--- src/rtl/systolic_feeder_2x2.sv ---
// -----------------------------------------------------------------------------
// systolic_feeder_2x2
//
// Operand feeder for a 2x2 output-stationary systolic array. One job is a
// pair of 2x2 matrices A and B. They are accepted through a valid/ready
// handshake and kept in a local operand store. The feeder then:
//   - pulses clear_acc for one cycle so the array zeroes its accumulators,
//   - plays three skewed, zero-padded feed beats on the row/column edges,
//   - idles the edges for DRAIN_CYCLES cycles so the last products propagate,
//   - pulses done for one cycle when the array results are final.
//
// Ports:
//   clk                         rising-edge clock
//   reset                       asynchronous, active-low reset
//   in_valid / in_ready         job handshake (in_ready high only in IDLE)
//   in_a00..in_a11              matrix A, row-major, DATA_W bits each
//   in_b00..in_b11              matrix B, row-major, DATA_W bits each
//   a_row0, a_row1              left-edge A streams into array rows 0 and 1
//   b_col0, b_col1              top-edge B streams into array columns 0 and 1
//   feed_valid                  high on the three feed beats
//   clear_acc                   one-cycle accumulator clear before each job
//   busy                        a job is in progress
//   done                        one-cycle pulse, array results are final
//
// All outputs except in_ready are decoded only from the state register, the
// beat counter and the operand store, so no in_* input reaches them
// combinationally. Operands pass through unsigned and unmodified.
// -----------------------------------------------------------------------------
module systolic_feeder_2x2 #(
   parameter int unsigned DATA_W       = 8,
   parameter int unsigned DRAIN_CYCLES = 3   // legal range 1..15
) (
   input  logic              clk,
   input  logic              reset,
   input  logic              in_valid,
   output logic              in_ready,
   input  logic [DATA_W-1:0] in_a00,
   input  logic [DATA_W-1:0] in_a01,
   input  logic [DATA_W-1:0] in_a10,
   input  logic [DATA_W-1:0] in_a11,
   input  logic [DATA_W-1:0] in_b00,
   input  logic [DATA_W-1:0] in_b01,
   input  logic [DATA_W-1:0] in_b10,
   input  logic [DATA_W-1:0] in_b11,
   output logic [DATA_W-1:0] a_row0,
   output logic [DATA_W-1:0] a_row1,
   output logic [DATA_W-1:0] b_col0,
   output logic [DATA_W-1:0] b_col1,
   output logic              feed_valid,
   output logic              clear_acc,
   output logic              busy,
   output logic              done
);

   typedef enum logic [2:0] {
      IDLE  = 3'd0,
      CLEAR = 3'd1,
      FEED  = 3'd2,
      DRAIN = 3'd3,
      DONE  = 3'd4
   } state_t;

   localparam logic [DATA_W-1:0] ZERO       = {DATA_W{1'b0}};
   localparam logic [3:0]        FEED_LAST  = 4'd2;
   // The counter runs 0..DRAIN_CYCLES-1 while draining.
   localparam logic [3:0]        DRAIN_LAST = 4'(DRAIN_CYCLES - 1);

   state_t            state;
   state_t            next_state;
   logic [3:0]        cnt;
   logic [3:0]        cnt_next;
   logic              accept;

   // Operand store, loaded only on an accepted handshake.
   logic [DATA_W-1:0] a00;
   logic [DATA_W-1:0] a01;
   logic [DATA_W-1:0] a10;
   logic [DATA_W-1:0] a11;
   logic [DATA_W-1:0] b00;
   logic [DATA_W-1:0] b01;
   logic [DATA_W-1:0] b10;
   logic [DATA_W-1:0] b11;

   // Ready follows the state; the reset term keeps it low while reset is held
   // so that every output reads 0 during reset and rises on release.
   assign in_ready = (state == IDLE) && reset;
   assign accept   = (state == IDLE) && in_valid;

   // State register and beat counter.
   always_ff @(posedge clk or negedge reset) begin
      if (!reset) begin
         state <= IDLE;
         cnt   <= 4'd0;
      end else begin
         state <= next_state;
         cnt   <= cnt_next;
      end
   end

   // Operand store: captured on accept, otherwise held (it is not cleared at
   // DONE, so the last job's operands stay visible until the next accept).
   always_ff @(posedge clk or negedge reset) begin
      if (!reset) begin
         a00 <= ZERO;
         a01 <= ZERO;
         a10 <= ZERO;
         a11 <= ZERO;
         b00 <= ZERO;
         b01 <= ZERO;
         b10 <= ZERO;
         b11 <= ZERO;
      end else if (accept) begin
         a00 <= in_a00;
         a01 <= in_a01;
         a10 <= in_a10;
         a11 <= in_a11;
         b00 <= in_b00;
         b01 <= in_b01;
         b10 <= in_b10;
         b11 <= in_b11;
      end
   end

   // Next-state and counter sequencing.
   always_comb begin
      next_state = state;
      cnt_next   = cnt;
      case (state)
         IDLE: begin
            if (accept) begin
               next_state = CLEAR;
               cnt_next   = 4'd0;
            end else begin
               next_state = IDLE;
               cnt_next   = 4'd0;
            end
         end
         CLEAR: begin
            next_state = FEED;
            cnt_next   = 4'd0;
         end
         FEED: begin
            if (cnt == FEED_LAST) begin
               next_state = DRAIN;
               cnt_next   = 4'd0;
            end else begin
               next_state = FEED;
               cnt_next   = cnt + 4'd1;
            end
         end
         DRAIN: begin
            if (cnt == DRAIN_LAST) begin
               next_state = DONE;
               cnt_next   = 4'd0;
            end else begin
               next_state = DRAIN;
               cnt_next   = cnt + 4'd1;
            end
         end
         DONE: begin
            next_state = IDLE;
            cnt_next   = 4'd0;
         end
         default: begin
            next_state = IDLE;
            cnt_next   = 4'd0;
         end
      endcase
   end

   // Output decode. Row i is delayed i beats and column j is delayed j beats,
   // so the matching operand pairs meet at PE(i,j) on the same cycle; slots
   // outside the skew window are padded with zero.
   always_comb begin
      a_row0     = ZERO;
      a_row1     = ZERO;
      b_col0     = ZERO;
      b_col1     = ZERO;
      feed_valid = 1'b0;
      clear_acc  = 1'b0;
      busy       = 1'b0;
      done       = 1'b0;
      case (state)
         IDLE: begin
            busy = 1'b0;
         end
         CLEAR: begin
            busy      = 1'b1;
            clear_acc = 1'b1;
         end
         FEED: begin
            busy       = 1'b1;
            feed_valid = 1'b1;
            case (cnt)
               4'd0: begin
                  a_row0 = a00;
                  b_col0 = b00;
               end
               4'd1: begin
                  a_row0 = a01;
                  a_row1 = a10;
                  b_col0 = b10;
                  b_col1 = b01;
               end
               4'd2: begin
                  a_row1 = a11;
                  b_col1 = b11;
               end
               default: begin
                  feed_valid = 1'b0;
               end
            endcase
         end
         DRAIN: begin
            busy = 1'b1;
         end
         DONE: begin
            busy = 1'b1;
            done = 1'b1;
         end
         default: begin
            busy = 1'b0;
         end
      endcase
   end

endmodule

--- config.mk ---
export PLATFORM = sky130hd
export DESIGN_NAME = systolic_feeder_2x2
export DESIGN_NICKNAME = d
export VERILOG_FILES = /design/src/rtl/systolic_feeder_2x2.sv
export SDC_FILE = /design/constraint.sdc
export NUM_CORES = 1
export LEC_CHECK = 0
export CORE_MARGIN = 2
export CORE_UTILIZATION = 40
export CTS_BUF_LIST = sky130_fd_sc_hd__clkbuf_2
export DETAILED_ROUTE_END_ITERATION = 8
export HOLD_SLACK_MARGIN = 0.15
export PLACE_DENSITY_LB_ADDON = 0.2
export SLEW_MARGIN = 30
export SYNTH_ARGS = -nofsm -noshare
export SYNTH_HDL_FRONTEND = slang
export SYNTH_SLANG_ARGS = --single-unit
--- constraint.sdc ---
create_clock -name clk -period 4.7 [get_ports clk]
set_clock_uncertainty 0.05 [all_clocks]
set_input_delay 0.94 -clock clk [delete_from_list [all_inputs] [get_ports clk]]
set_output_delay 0.94 -clock clk [all_outputs]
set_load 0.005 [all_outputs]
==> results.yml, run 1 <==
synth:
  syn-instance-count: 246
  async_reset_ff_frac: 1.00
  seq_area_frac_synth: 0.555
  netlist-cell-type-count: 27
  post_synth.cell_area_avg_um2: 13.0
  synth_warnings: 0
  synth-seq-cells: 71
  edff_count_synth: 0
  syn_nets: 313
  synthesis.area_um2: 3200
  synth_top_flop_cell: "dfrtp_1"
cells_and_area:
  area_growth_pct: 38.9
  total_inserted_antenna_cells: 0
  layout_common_cells: "clkdlybuf4s50_1 (102), dfrtp_1 (71), mux2_2 (64)"
  finalNetCount: 415
  layout.cells.non_filler: 455
  post_route_cells_drive_above_1_share: 0.258
  layout.cells.most_common: "clkdlybuf4s50_1"
routing:
  detail_route.drc_violations: 0
  wire_per_inst_um: 15.4
  routed-via-count: 2259
  route.antenna.remaining_nets: 0
  postRouteWirelength_mm: 7.01
  drt-initial-drc-count: 76
  drt-pass1-iter-count: 4
  avgViaCountPerCell: 4.96
sta:
  finalSetupViolations: 0
  slew_viol_final: 0
  finalHoldViolations: 0
  fin_setup_tns_ns: 0
  timing.slew.headroom: 0.377
  post-route-min-period_ns: 3.88
  min_period_over_period: 0.825
  tightest_slew_ns: 0.931
  setup_ws_ns: 0.822
  fin_hold_ws_ns: 0.478
  grt_setup_unrepaired: "false"
  fmax_mhz: 258
grt:
  number_of_global_route_vias_before_repair: 2333
  grt_overflow_total: 0
  grt_start_max_net_pins: 72
  grt_antenna_before_repair: 0
  grt_first_pass_wirelength_mm: 11.3
  grt_use_total: 0.168
place:
  dp.final_hpwl_mm: 4.79
  numPlacedInstances: 439
  placement.io_buffers: 103
  routabilityCongestion: 0.746
  pre_cts_ws_ns: 1.35
worst_hold_path:
  min_path_type: "reg -> reg"
  hold-path-cell-count: 1
  whs_endpoint: "a00[4]"
  worstHoldStart: "a00[4]"
clocking:
  tritoncts_num_sinks: 71
  ctsLongestPathBuffers: 2
  post-cts-setup-buffers: 0
  post_cts_hold_buffer_count: 0
  cts.clk_slew.worst_paths_ns: 0.18
  cts_tree: "done"
  cts_resized: 0
  cts_inserted_buffers: 9
  clock-root-buffer: "clkbuf_2"
  h-tree-depth: 3
  clkLatencyLatePin_ns: 0.49
worst_setup_path:
  reg2reg_from: "state[2]"
  worst-path-max-fanout: 23
  cp_arrival_ns: 2.89
  timing.critical_path.from_type: "register"
  path_class: "reg -> out"
  rr_worst_depth: 4
  cp_data_required_time_ns: 3.71
  worst-r2r-setup-slack_ns: 2.30
  r2r_end: "a01[0]"
  worstSetupEndpointType: "output pin"
floorplan:
  floorplan.die.height_um: 93.5
  ios: 104
  std_cell_rows: 32
  core_area_um2: 7730
  floorplan.die_area_um2: 8730
  dieWidth_um: 93.5
  floorplan.initialDensity: 0.414
power_and_ir_drop:
  highest_ir_drop_seen_on_vdd_uv: 229
  power_per_cell_area_nw_per_um2: 579
  power.static_leakage_nw: 1.83
run_status:
  outcome: "finished clean"
job:
  drv.max_cap_violation_count: 0
-- Yosys cell counts (2+ instances only) --
master | count | area (µm²)
nand2b_1 | 2 | 12.5
nor2_1 | 36 | 135
mux2i_1 | 16 | 160
buf_2 | 8 | 40.0
xor2_1 | 2 | 17.5
and2_1 | 3 | 18.8
xnor2_1 | 2 | 17.5
mux2_2 | 64 | 721
clkbuf_1 | 5 | 18.8
buf_6 | 2 | 22.5
dfrtp_1 | 71 | 1780
nor4b_1 | 2 | 17.5
nand2_1 | 2 | 7.51
a22oi_1 | 16 | 120
nor3_1 | 3 | 15.0
-- flip-flops by register name, indices dropped and copies added, names as in the netlist --
register / count
a11: 8
cnt: 4
a10: 8
state: 3
a01: 8
b11: 8
b10: 8
b01: 8
b00: 8
a00: 8
-- critical path, cell delays in order (launching register included) --
cell	delay, ns
dfrtp_1	0.37
buf_4	0.34
nor4b_4	0.83
a22oi_1	0.14
nor2_1	0.20
clkdlybuf4s50_1	0.53
-- layout make-up --
class | instances | area (µm²)
Fill cell | 680 | 3280
Sequential cell | 71 | 1780
Multi-Input combinational cell | 158 | 1340
Timing Repair Buffer | 108 | 1070
Tap cell | 102 | 128
Clock inverter | 7 | 87.6
Clock buffer | 9 | 45.0
-- metrics by stage --
| step | utilization | cell area [µm²] | power [mW] |
|---|---|---|---|
| finish | 0.575 | 4450 | 2.58 |
| global route | 0.575 | 4450 | 2.77 |
| CTS | 0.575 | 4440 | 2.62 |
| detailed placement | 0.558 | 4310 | 2.22 |
| global placement | 0.558 | 4310 | 2.20 |
| floorplan | - | 3200 | 1.76 |
-- where the power goes --
part           internal, mW  switching, mW  leakage, nW
clock                 0.171          0.213       0.0730
combinational         0.676          0.438        0.903
sequential            0.905          0.174        0.856
-- per-layer routing --
metal,share of wire,up-vias,global-route usage
met3,0.069,9,0.0475
met2,0.46,71,0.255
met4,0.015,0,0.0748
met1,0.45,1111,0.224
li1,-,1068,-
met5,0,-,0
-- cell families after synthesis --
kind of cell / synth area share
AOI/OAI and AO/OA: 0.0414
xor gates and xnor gates: 0.0109
buffers and inverters: 0.0313
DFF: 0.555
muxes: 0.275
and+or+nand+nor: 0.0860
-- worst max path at each step --
stage                        start   endpoint
final                       cnt[0]  a_row1[7]
after global routing        cnt[0]  b_col1[1]
after CTS                   cnt[0]  a_row1[7]
after detailed placement    cnt[0]  a_row1[7]
after global placement      cnt[0]  a_row1[7]
after floorplan           state[2]  a_row0[4]
Note: power is estimated with default switching activity, not from simulation.
==> inputs of run 2 (changes only) <==
Clock period 4.7 ns to 3.83 ns, I/O delays scaled along.
==> results.yml, run 2 (synthesized netlist as in run 1, its figures left out) <==
clocking:
  clock-root-buffer: "clkbuf_2"
  clkLatencyLatePin_ns: 0.46
  h-tree-depth: 3
  post_cts_hold_buffer_count: 0
  cts_inserted_buffers: 9
  tritoncts_num_sinks: 71
  post-cts-setup-buffers: 0
  cts_tree: "done"
  ctsLongestPathBuffers: 2
  cts.clk_slew.worst_paths_ns: 0.18
  cts_resized: 0
worst_hold_path:
  min_path_type: "in -> async"
cells_and_area:
  layout.cells.most_common: "clkdlybuf4s50_1"
  post_route_cells_drive_above_1_share: 0.252
  finalNetCount: 417
  postLayoutCellArea_um2: 4390
  area_growth_pct: 37.3
  layout_common_cells: "clkdlybuf4s50_1 (102), dfrtp_1 (71), mux2_2 (64)"
  fillerInstances: 629
  total_inserted_antenna_cells: 0
floorplan:
  ios: 104
  dieWidth_um: 93.5
  floorplan.initialDensity: 0.414
  std_cell_rows: 32
  floorplan.die_area_um2: 8730
  core_area_um2: 7730
  floorplan.die.height_um: 93.5
grt:
  grt_first_pass_wirelength_mm: 11.0
  number_of_global_route_vias_before_repair: 2231
  grt_use_total: 0.162
  grt_start_max_net_pins: 72
  grt_overflow_total: 0
  grt_antenna_before_repair: 0
sta:
  post-route-min-period_ns: 3.51
  slew_viol_final: 0
  fmax_mhz: 285
  finalSetupViolations: 0
  tightest_slew_ns: 0.632
  fin_setup_tns_ns: 0
  setup_ws_ns: 0.321
  timing.slew.headroom: 0.579
  fin_hold_ws_ns: 0.354
  finalHoldViolations: 0
  min_period_over_period: 0.916
  grt_setup_unrepaired: "false"
worst_setup_path:
  cp_data_required_time_ns: 3.01
  path_class: "reg -> out"
  cp_arrival_ns: 2.69
  timing.critical_path.from_type: "register"
  worst-path-max-fanout: 17
  worstSetupEndpointType: "output pin"
routing:
  route.antenna.remaining_nets: 0
  postRouteWirelength_mm: 6.83
  drt-initial-drc-count: 115
  avgViaCountPerCell: 4.88
  detail_route.drc_violations: 0
  drt-pass1-iter-count: 4
  routed-via-count: 2219
  wire_per_inst_um: 15.0
power_and_ir_drop:
  power_per_cell_area_nw_per_um2: 684
  p_total_mw: 3.00
  power.static_leakage_nw: 1.82
  highest_ir_drop_seen_on_vdd_uv: 361
run_status:
  outcome: "finished clean"
place:
  placedInstanceArea_um2: 4330
  routabilityCongestion: 0.731
  placement.io_buffers: 103
  dp.final_hpwl_mm: 4.82
  pre_cts_ws_ns: 0.883
job:
  drv.max_cap_violation_count: 0
run 2: changes by cell type in the layout (fill, tap and decap cells not counted):
cell        previous run  this run
clkbuf_2               9        10
clkinv_2               1         0
buf_4                  5         7
clkinvlp_4             2         0
clkinv_1               2         4
bufinv_16              2         0
run 2: final cells by class:
cell class / count / area (µm²) / area share
repair buffers: 110 / 1080 / 0.247
clock buffers: 10 / 50.0 / 0.0114
flip-flops and latches: 71 / 1780 / 0.404
well taps: 102 / 128 / 0.0290
multi-input cells: 158 / 1340 / 0.305
clock inverters: 4 / 15.0 / 0.00342
run 2: path summary, 6_finish.rpt:
check	start	end	slack, ns	depth (start not counted)
hold / removal	reset	a01[0]	0.35	2
setup / recovery	state[2]	feed_valid	0.32	4
max in group asynchronous	reset	b11[6]	2.92	2
hold reg to reg	a10[3]	a10[3]	0.48	1
setup reg to reg	state[2]	b11[2]	1.94	4
min in group clk	a10[3]	a10[3]	0.48	1
run 2: worst max-delay path, stage by stage, from the launching register on:
cell	delay [ns]
dfrtp_1	0.48
nand2b_1	0.28
or2_2	0.47
nor4b_1	0.43
clkdlybuf4s50_1	0.58
run 2: per-stage QoR:
stage / utilization / cells
after floorplan: - / 246
after global placement: 0.560 / 441
after detailed placement: 0.560 / 441
after CTS: 0.568 / 455
after global routing: 0.569 / 455
final: 0.569 / 455
run 2: power by group:
part	switching, mW	total, mW	internal, mW
Combinational	0.538	1.38	0.842
Clock	0.234	0.307	0.0735
Sequential	0.206	1.32	1.11
Total	0.978	3.00	2.03
run 2: layer usage:
metal  GRT usage  part of all wire
met1       0.225              0.46
met2       0.245              0.47
met3      0.0346             0.058
met4      0.0662             0.012
met5           0                 0
